[config.mk]
export PLATFORM = sky130hd
export DESIGN_NAME = avalon_arbiter_2m
export DESIGN_NICKNAME = d
export VERILOG_FILES = /design/src/rtl/avalon_arbiter_2m.sv
export SDC_FILE = /design/constraint.sdc
export NUM_CORES = 1
export LEC_CHECK = 0
export BUFFER_PORTS_ARGS = -buffer_cell sky130_fd_sc_hd__buf_2
export CORE_AREA = 5 5 127 129
export DETAILED_ROUTE_END_ITERATION = 7
export DIE_AREA = 0 0 132 134
export PLACE_DENSITY = 0.58
export REMOVE_ABC_BUFFERS = 1
export SETUP_SLACK_MARGIN = 0.5
export SYNTH_ARGS = -nofsm -noshare
export SYNTH_HDL_FRONTEND = slang
export SYNTH_SLANG_ARGS = --single-unit
export TNS_END_PERCENT = 5
[constraint.sdc]
create_clock -name clk -period 1.8 [get_ports clk]
set_input_delay 0.36 -clock clk [delete_from_list [all_inputs] [get_ports clk]]
set_output_delay 0.36 -clock clk [all_outputs]
set_load 0.01 [all_outputs]
[src/rtl/avalon_arbiter_2m.sv]
// Two-master Avalon-MM burst arbiter sharing one slave; the owner's command is forwarded combinationally.
// Define ARB_FIXED_PRIORITY_EN for fixed m0 priority on ties; default build is round-robin.
module avalon_arbiter_2m #(
    parameter int DATA_BYTES   = 4,
    parameter int BURSTCOUNT_W = 6,
    parameter int ADDR_W       = 32
) (
    input  logic                      clk,
    input  logic                      reset,
    input  logic [ADDR_W-1:0]         m0_address,
    input  logic [DATA_BYTES-1:0]     m0_byteenable,
    input  logic                      m0_read,
    input  logic                      m0_write,
    input  logic [8*DATA_BYTES-1:0]   m0_writedata,
    input  logic [BURSTCOUNT_W-1:0]   m0_burstcount,
    output logic [8*DATA_BYTES-1:0]   m0_readdata,
    output logic                      m0_readdatavalid,
    output logic                      m0_waitrequest,
    input  logic [ADDR_W-1:0]         m1_address,
    input  logic [DATA_BYTES-1:0]     m1_byteenable,
    input  logic                      m1_read,
    input  logic                      m1_write,
    input  logic [8*DATA_BYTES-1:0]   m1_writedata,
    input  logic [BURSTCOUNT_W-1:0]   m1_burstcount,
    output logic [8*DATA_BYTES-1:0]   m1_readdata,
    output logic                      m1_readdatavalid,
    output logic                      m1_waitrequest,
    output logic [ADDR_W-1:0]         s_address,
    output logic [DATA_BYTES-1:0]     s_byteenable,
    output logic                      s_read,
    output logic                      s_write,
    output logic [8*DATA_BYTES-1:0]   s_writedata,
    output logic [BURSTCOUNT_W-1:0]   s_burstcount,
    input  logic [8*DATA_BYTES-1:0]   s_readdata,
    input  logic                      s_readdatavalid,
    input  logic                      s_waitrequest
);
    typedef enum logic [1:0] {IDLE, ARB, WR_BURST, RD_WAIT} state_t;

    state_t                  state;
    logic                    owner;
    logic                    last_served;
    logic                    rd_accepted;
    logic [BURSTCOUNT_W-1:0] burst_len;
    logic [BURSTCOUNT_W-1:0] beat_cnt;

    logic                    req0, req1, grant_sel, sel_write;
    logic [BURSTCOUNT_W-1:0] sel_bc;
    logic                    o_read, o_write, granted, owner_wait;
    logic                    beat_wr, cmd_acc, beat_rd, last_beat;

    assign req0 = m0_read | m0_write;
    assign req1 = m1_read | m1_write;

    always_comb begin
        if (req0 && req1)
`ifdef ARB_FIXED_PRIORITY_EN
            grant_sel = 1'b0;
`else
            grant_sel = ~last_served;
`endif
        else
            grant_sel = req1 & ~req0;
    end

    assign sel_write = grant_sel ? m1_write : m0_write;
    assign sel_bc    = grant_sel ? m1_burstcount : m0_burstcount;

    assign o_read    = owner ? m1_read  : m0_read;
    assign o_write   = owner ? m1_write : m0_write;

    // Payload always follows the owner; only the strobes are gated by state.
    assign s_address    = owner ? m1_address    : m0_address;
    assign s_byteenable = owner ? m1_byteenable : m0_byteenable;
    assign s_writedata  = owner ? m1_writedata  : m0_writedata;
    assign s_burstcount = burst_len;

    assign granted   = (state == WR_BURST) || (state == RD_WAIT);
    assign s_write   = (state == WR_BURST) && o_write;
    assign s_read    = (state == RD_WAIT) && !rd_accepted && o_read;
    assign owner_wait = ((state == WR_BURST) || ((state == RD_WAIT) && !rd_accepted))
                        ? s_waitrequest : 1'b1;

    assign m0_waitrequest = (granted && !owner) ? owner_wait : 1'b1;
    assign m1_waitrequest = (granted &&  owner) ? owner_wait : 1'b1;

    assign beat_wr   = (state == WR_BURST) && s_write && !s_waitrequest;
    assign cmd_acc   = (state == RD_WAIT) && s_read && !s_waitrequest;
    // Beats arriving outside an accepted read are dropped, never routed.
    assign beat_rd   = (state == RD_WAIT) && rd_accepted && s_readdatavalid;
    assign last_beat = (beat_cnt + BURSTCOUNT_W'(1)) == burst_len;

    assign m0_readdata      = s_readdata;
    assign m1_readdata      = s_readdata;
    assign m0_readdatavalid = beat_rd && !owner;
    assign m1_readdatavalid = beat_rd &&  owner;

    always_ff @(posedge clk or posedge reset) begin
        if (reset) begin
            state       <= IDLE;
            owner       <= 1'b0;
            last_served <= 1'b1;
            rd_accepted <= 1'b0;
            burst_len   <= '0;
            beat_cnt    <= '0;
        end else begin
            case (state)
                IDLE: if (req0 || req1) state <= ARB;
                ARB: begin
                    if (req0 || req1) begin
                        owner       <= grant_sel;
                        last_served <= grant_sel;
                        burst_len   <= (sel_bc == '0) ? BURSTCOUNT_W'(1) : sel_bc;
                        beat_cnt    <= '0;
                        rd_accepted <= 1'b0;
                        state       <= sel_write ? WR_BURST : RD_WAIT;
                    end else begin
                        state <= IDLE;
                    end
                end
                WR_BURST: if (beat_wr) begin
                    if (last_beat) begin
                        beat_cnt <= '0;
                        state    <= IDLE;
                    end else begin
                        beat_cnt <= beat_cnt + BURSTCOUNT_W'(1);
                    end
                end
                RD_WAIT: begin
                    if (cmd_acc) rd_accepted <= 1'b1;
                    if (beat_rd) begin
                        if (last_beat) begin
                            beat_cnt    <= '0;
                            rd_accepted <= 1'b0;
                            state       <= IDLE;
                        end else begin
                            beat_cnt <= beat_cnt + BURSTCOUNT_W'(1);
                        end
                    end
                end
                default: state <= IDLE;
            endcase
        end
    end
endmodule

==> metrics.md <==
| Metric | Value |
|---|---|
| Worst Setup Start Kind | `register` |
| GPL Wtd Cong | `0.923` |
| Register area | `433 um^2` |
| Area of the multi-input gates | `1570 um^2` |
| H-tree levels | `1` |
| Die Area | `17700 um^2` |
| Final Skew | `0.00200 ns` |
| Mux share of post-synthesis cell area | `0.345` |
| GR Overflow Total | `0` |
| Critical setup path kind | `reg -> out` |
| Cells on worst reg2reg path | `6` |
| Fmax | `527 MHz` |
| Synth Area in Compound Gates | `0.109` |
| Inserted Clock Buffers | `3` |
| Worst EP required | `1.44 ns` |
| PortBufs | `235` |
| Measured slew at the worst slew-check pin | `0.812 ns` |
| Routed vias | `2805` |
| CP endpoint kind | `output port` |
| Post-synth EDFFs | `0` |
| Pwr per Cell Area | `1440 nW/um^2` |
| Worst-path maximum fanout | `7` |
| Final WS setup | `-0.0976 ns` |
| Number of global-route vias before repair | `2933` |
| Initial antenna violation count | `4` |
| Maximum ir drop on the vdd rail | `0.000469 V` |
| Syn Area/Cell | `9.10 um^2` |
| Cell area after synthesis | `2460 um^2` |
| Synth Warn # | `0` |
| Post-Synthesis Cells | `270` |
| RSZ-0062 raised after global routing | `true` |
| Final WL | `20100 um` |
| Leak | `1.99 nW` |
| Reg-to-reg startpoint | `owner` |
| First-pass GRT wire length | `24800 um` |
| P&R area growth vs syn | `64.2%` |
| Register-to-register setup slack | `0 ns` |
| Hold_ws | `0.112 ns` |
| Failing checks | `negative setup slack` |
| Most common cell after layout, fill and taps aside | `buf_2` |
| Maximum capacitance violations | `0` |
| Fillers | `1610` |
| Status | `finished with violations` |
| Worst hold path class | `in -> async` |
| Rows | `45` |
| Die width | `132 um` |
| Minimum clock period | `1.90 ns` |
| Simple-Gate Fraction of Synth Area | `0.112` |
| Via-per-instance ratio | `4.34` |
| Post-synthesis cell type count | `44` |
| Antenna-violating nets left | `0` |
| First DRT Iteration DRCs | `67` |
| Synth Area in Adders | `0.00509` |
| Fin. Hold Viols | `0` |
| Final Cycle Share | `1.05` |
| Worst-skew pair later-pin latency | `0.25 ns` |
| Dpl hpwl | `17600 um` |
| Die H | `134 um` |
| Post-layout net count | `647` |
| Clock Path Buffers | `2` |
| Final setup violation count | `70` |
| Slew headroom | `0.455` |
| Sink Count | `17` |
| Starting density of the core | `0.165` |
| R2R Path End | `beat_cnt[4]` |
| Main combinational cell family by area after synthesis | `multiplexers` |
| DRC Markers | `0` |
| Util after Layout | `0.270` |
| Async S/R FF share, synth | `1.00` |
| TritonCTS clock tree | `yes` |
| Root buf cell | `clkbuf_16` |
| GRT Total Usage | `0.205` |
| Clock-pin slew on the worst setup and hold paths | `0.05 ns` |
| Xor/xnor cell area share of the yosys netlist | `0.0285` |
| Main synth FF type | `dfrtp_1` |
| Yosys reg bits | `17` |
| First-pass iteration count of the detailed router | `4` |
| Largest net degree at the start of global routing | `47` |
| IO Count | `332` |
| Sequential fraction of the synthesis area | `0.174` |
| Core area | `14900 um^2` |
| Wire length per cell | `31.1 um` |
| Share of cells above drive strength 1 | `0.779` |
| Crit path DAT | `1.54 ns` |
| Final Max Tran Viols | `0` |
| Most frequent cells in the layout | `buf_2, mux2_2, buf_6` |
-- synth_stat cells, types with 2 or more instances --
library cell / count / area [um^2]
and2_1: 4 / 25.0
dfrtp_1: 16 / 400
and3_1: 2 / 12.5
nor2b_1: 2 / 12.5
o21ai_1: 2 / 10.0
a221o_1: 3 / 30.0
a21oi_1: 3 / 15.0
xnor2_1: 5 / 43.8
nand3_1: 6 / 30.0
clkbuf_1: 4 / 15.0
a22o_1: 2 / 17.5
a21oi_2: 2 / 17.5
nand2_1: 18 / 67.6
buf_2: 7 / 35.0
mux2_2: 70 / 788
buf_4: 66 / 495
xor2_1: 3 / 26.3
mux2i_1: 6 / 60.1
nor2_1: 9 / 33.8
nor3_1: 2 / 10.0
nand3b_1: 2 / 15.0
inv_1: 3 / 11.3
o21ai_0: 9 / 45.0
nand2b_1: 2 / 12.5
a2111oi_0: 3 / 26.3
-- how the worst max path moves through the flow --
stage,startpoint,endpoint,slack [ns],cells past startpoint
after global routing,owner,s_address[17],-0.12,4
after detailed placement,beat_cnt[0],beat_cnt[2],-0.06,6
after floorplan,owner,beat_cnt[3],-1.25,5
final,owner,s_address[17],-0.1,4
after CTS,owner,s_address[27],-0.11,3
after global placement,beat_cnt[0],beat_cnt[4],-0.03,6
-- through the flow --
step / TNS (ns) / setup slack, ns / total power, mW / area (um^2) / std cells
after floorplan: -67.51 / -1.25 / 2.70 / 1910 / 193
after global placement: -0.0870 / -0.0305 / 4.27 / 3460 / 629
after detailed placement: -0.177 / -0.0587 / 4.30 / 3460 / 629
after CTS: -3.85 / -0.114 / 5.00 / 3650 / 633
after global routing: -6.55 / -0.118 / 6.22 / 4030 / 645
final: -3.74 / -0.0976 / 5.80 / 4040 / 647
-- cell families after synthesis --
kind of cell             after synthesis
AO/OA/AOI/OAI                         34
XOR/XNOR                               8
flip-flops                            17
multiplexers                          76
adder cells (fa/ha/maj)                1
buffers and inverters                 80
AND/OR/NAND/NOR                       54
-- what timing repair did --
action | in CTS | in global routing
hold buffers | 0 | 0
cloned | 0 | 8
setup buffers | 0 | 4
resized for setup | 29 | 54
endpoints found under the setup margin | 92 | 92
pin swaps | 5 | 4
-- sequential cells by signal (all words and copies together) (netlist names) --
signal and flops:
beat_cnt 6, s_burstcount 6, state 2, last_served 1, owner 1, rd_accepted 1
-- where the power goes --
| part | internal [mW] | switching [mW] |
|---|---|---|
| Clock | 0.298 | 0.165 |
| Combinational | 2.42 | 2.10 |
| Sequential | 0.565 | 0.241 |
| Total | 3.29 | 2.51 |
-- layer usage --
layer | share of wire | track usage | vias up
met5 | 0.0069 | 0.0417 | -
met1 | 0.31 | 0.176 | 1253
met4 | 0.038 | 0.0737 | 8
met3 | 0.21 | 0.204 | 29
met2 | 0.43 | 0.322 | 233
li1 | - | - | 1282
-- critical path: stages (launching register included) --
cell and delay, ns:
dfrtp_4 0.50, buf_12 0.16, clkbuf_16 0.16, mux2_4 0.32
buf_6 0.13
-- final cells by class --
class,count,area share
inverters,3,0.00279
clock inverters,1,0.00124
multi-input cells,173,0.389
clock buffers,3,0.0186
well taps,188,0.0583
diodes,2,0.00124
repair buffers,260,0.422
flip-flops and latches,17,0.107
(Power assumes the default switching activity.)
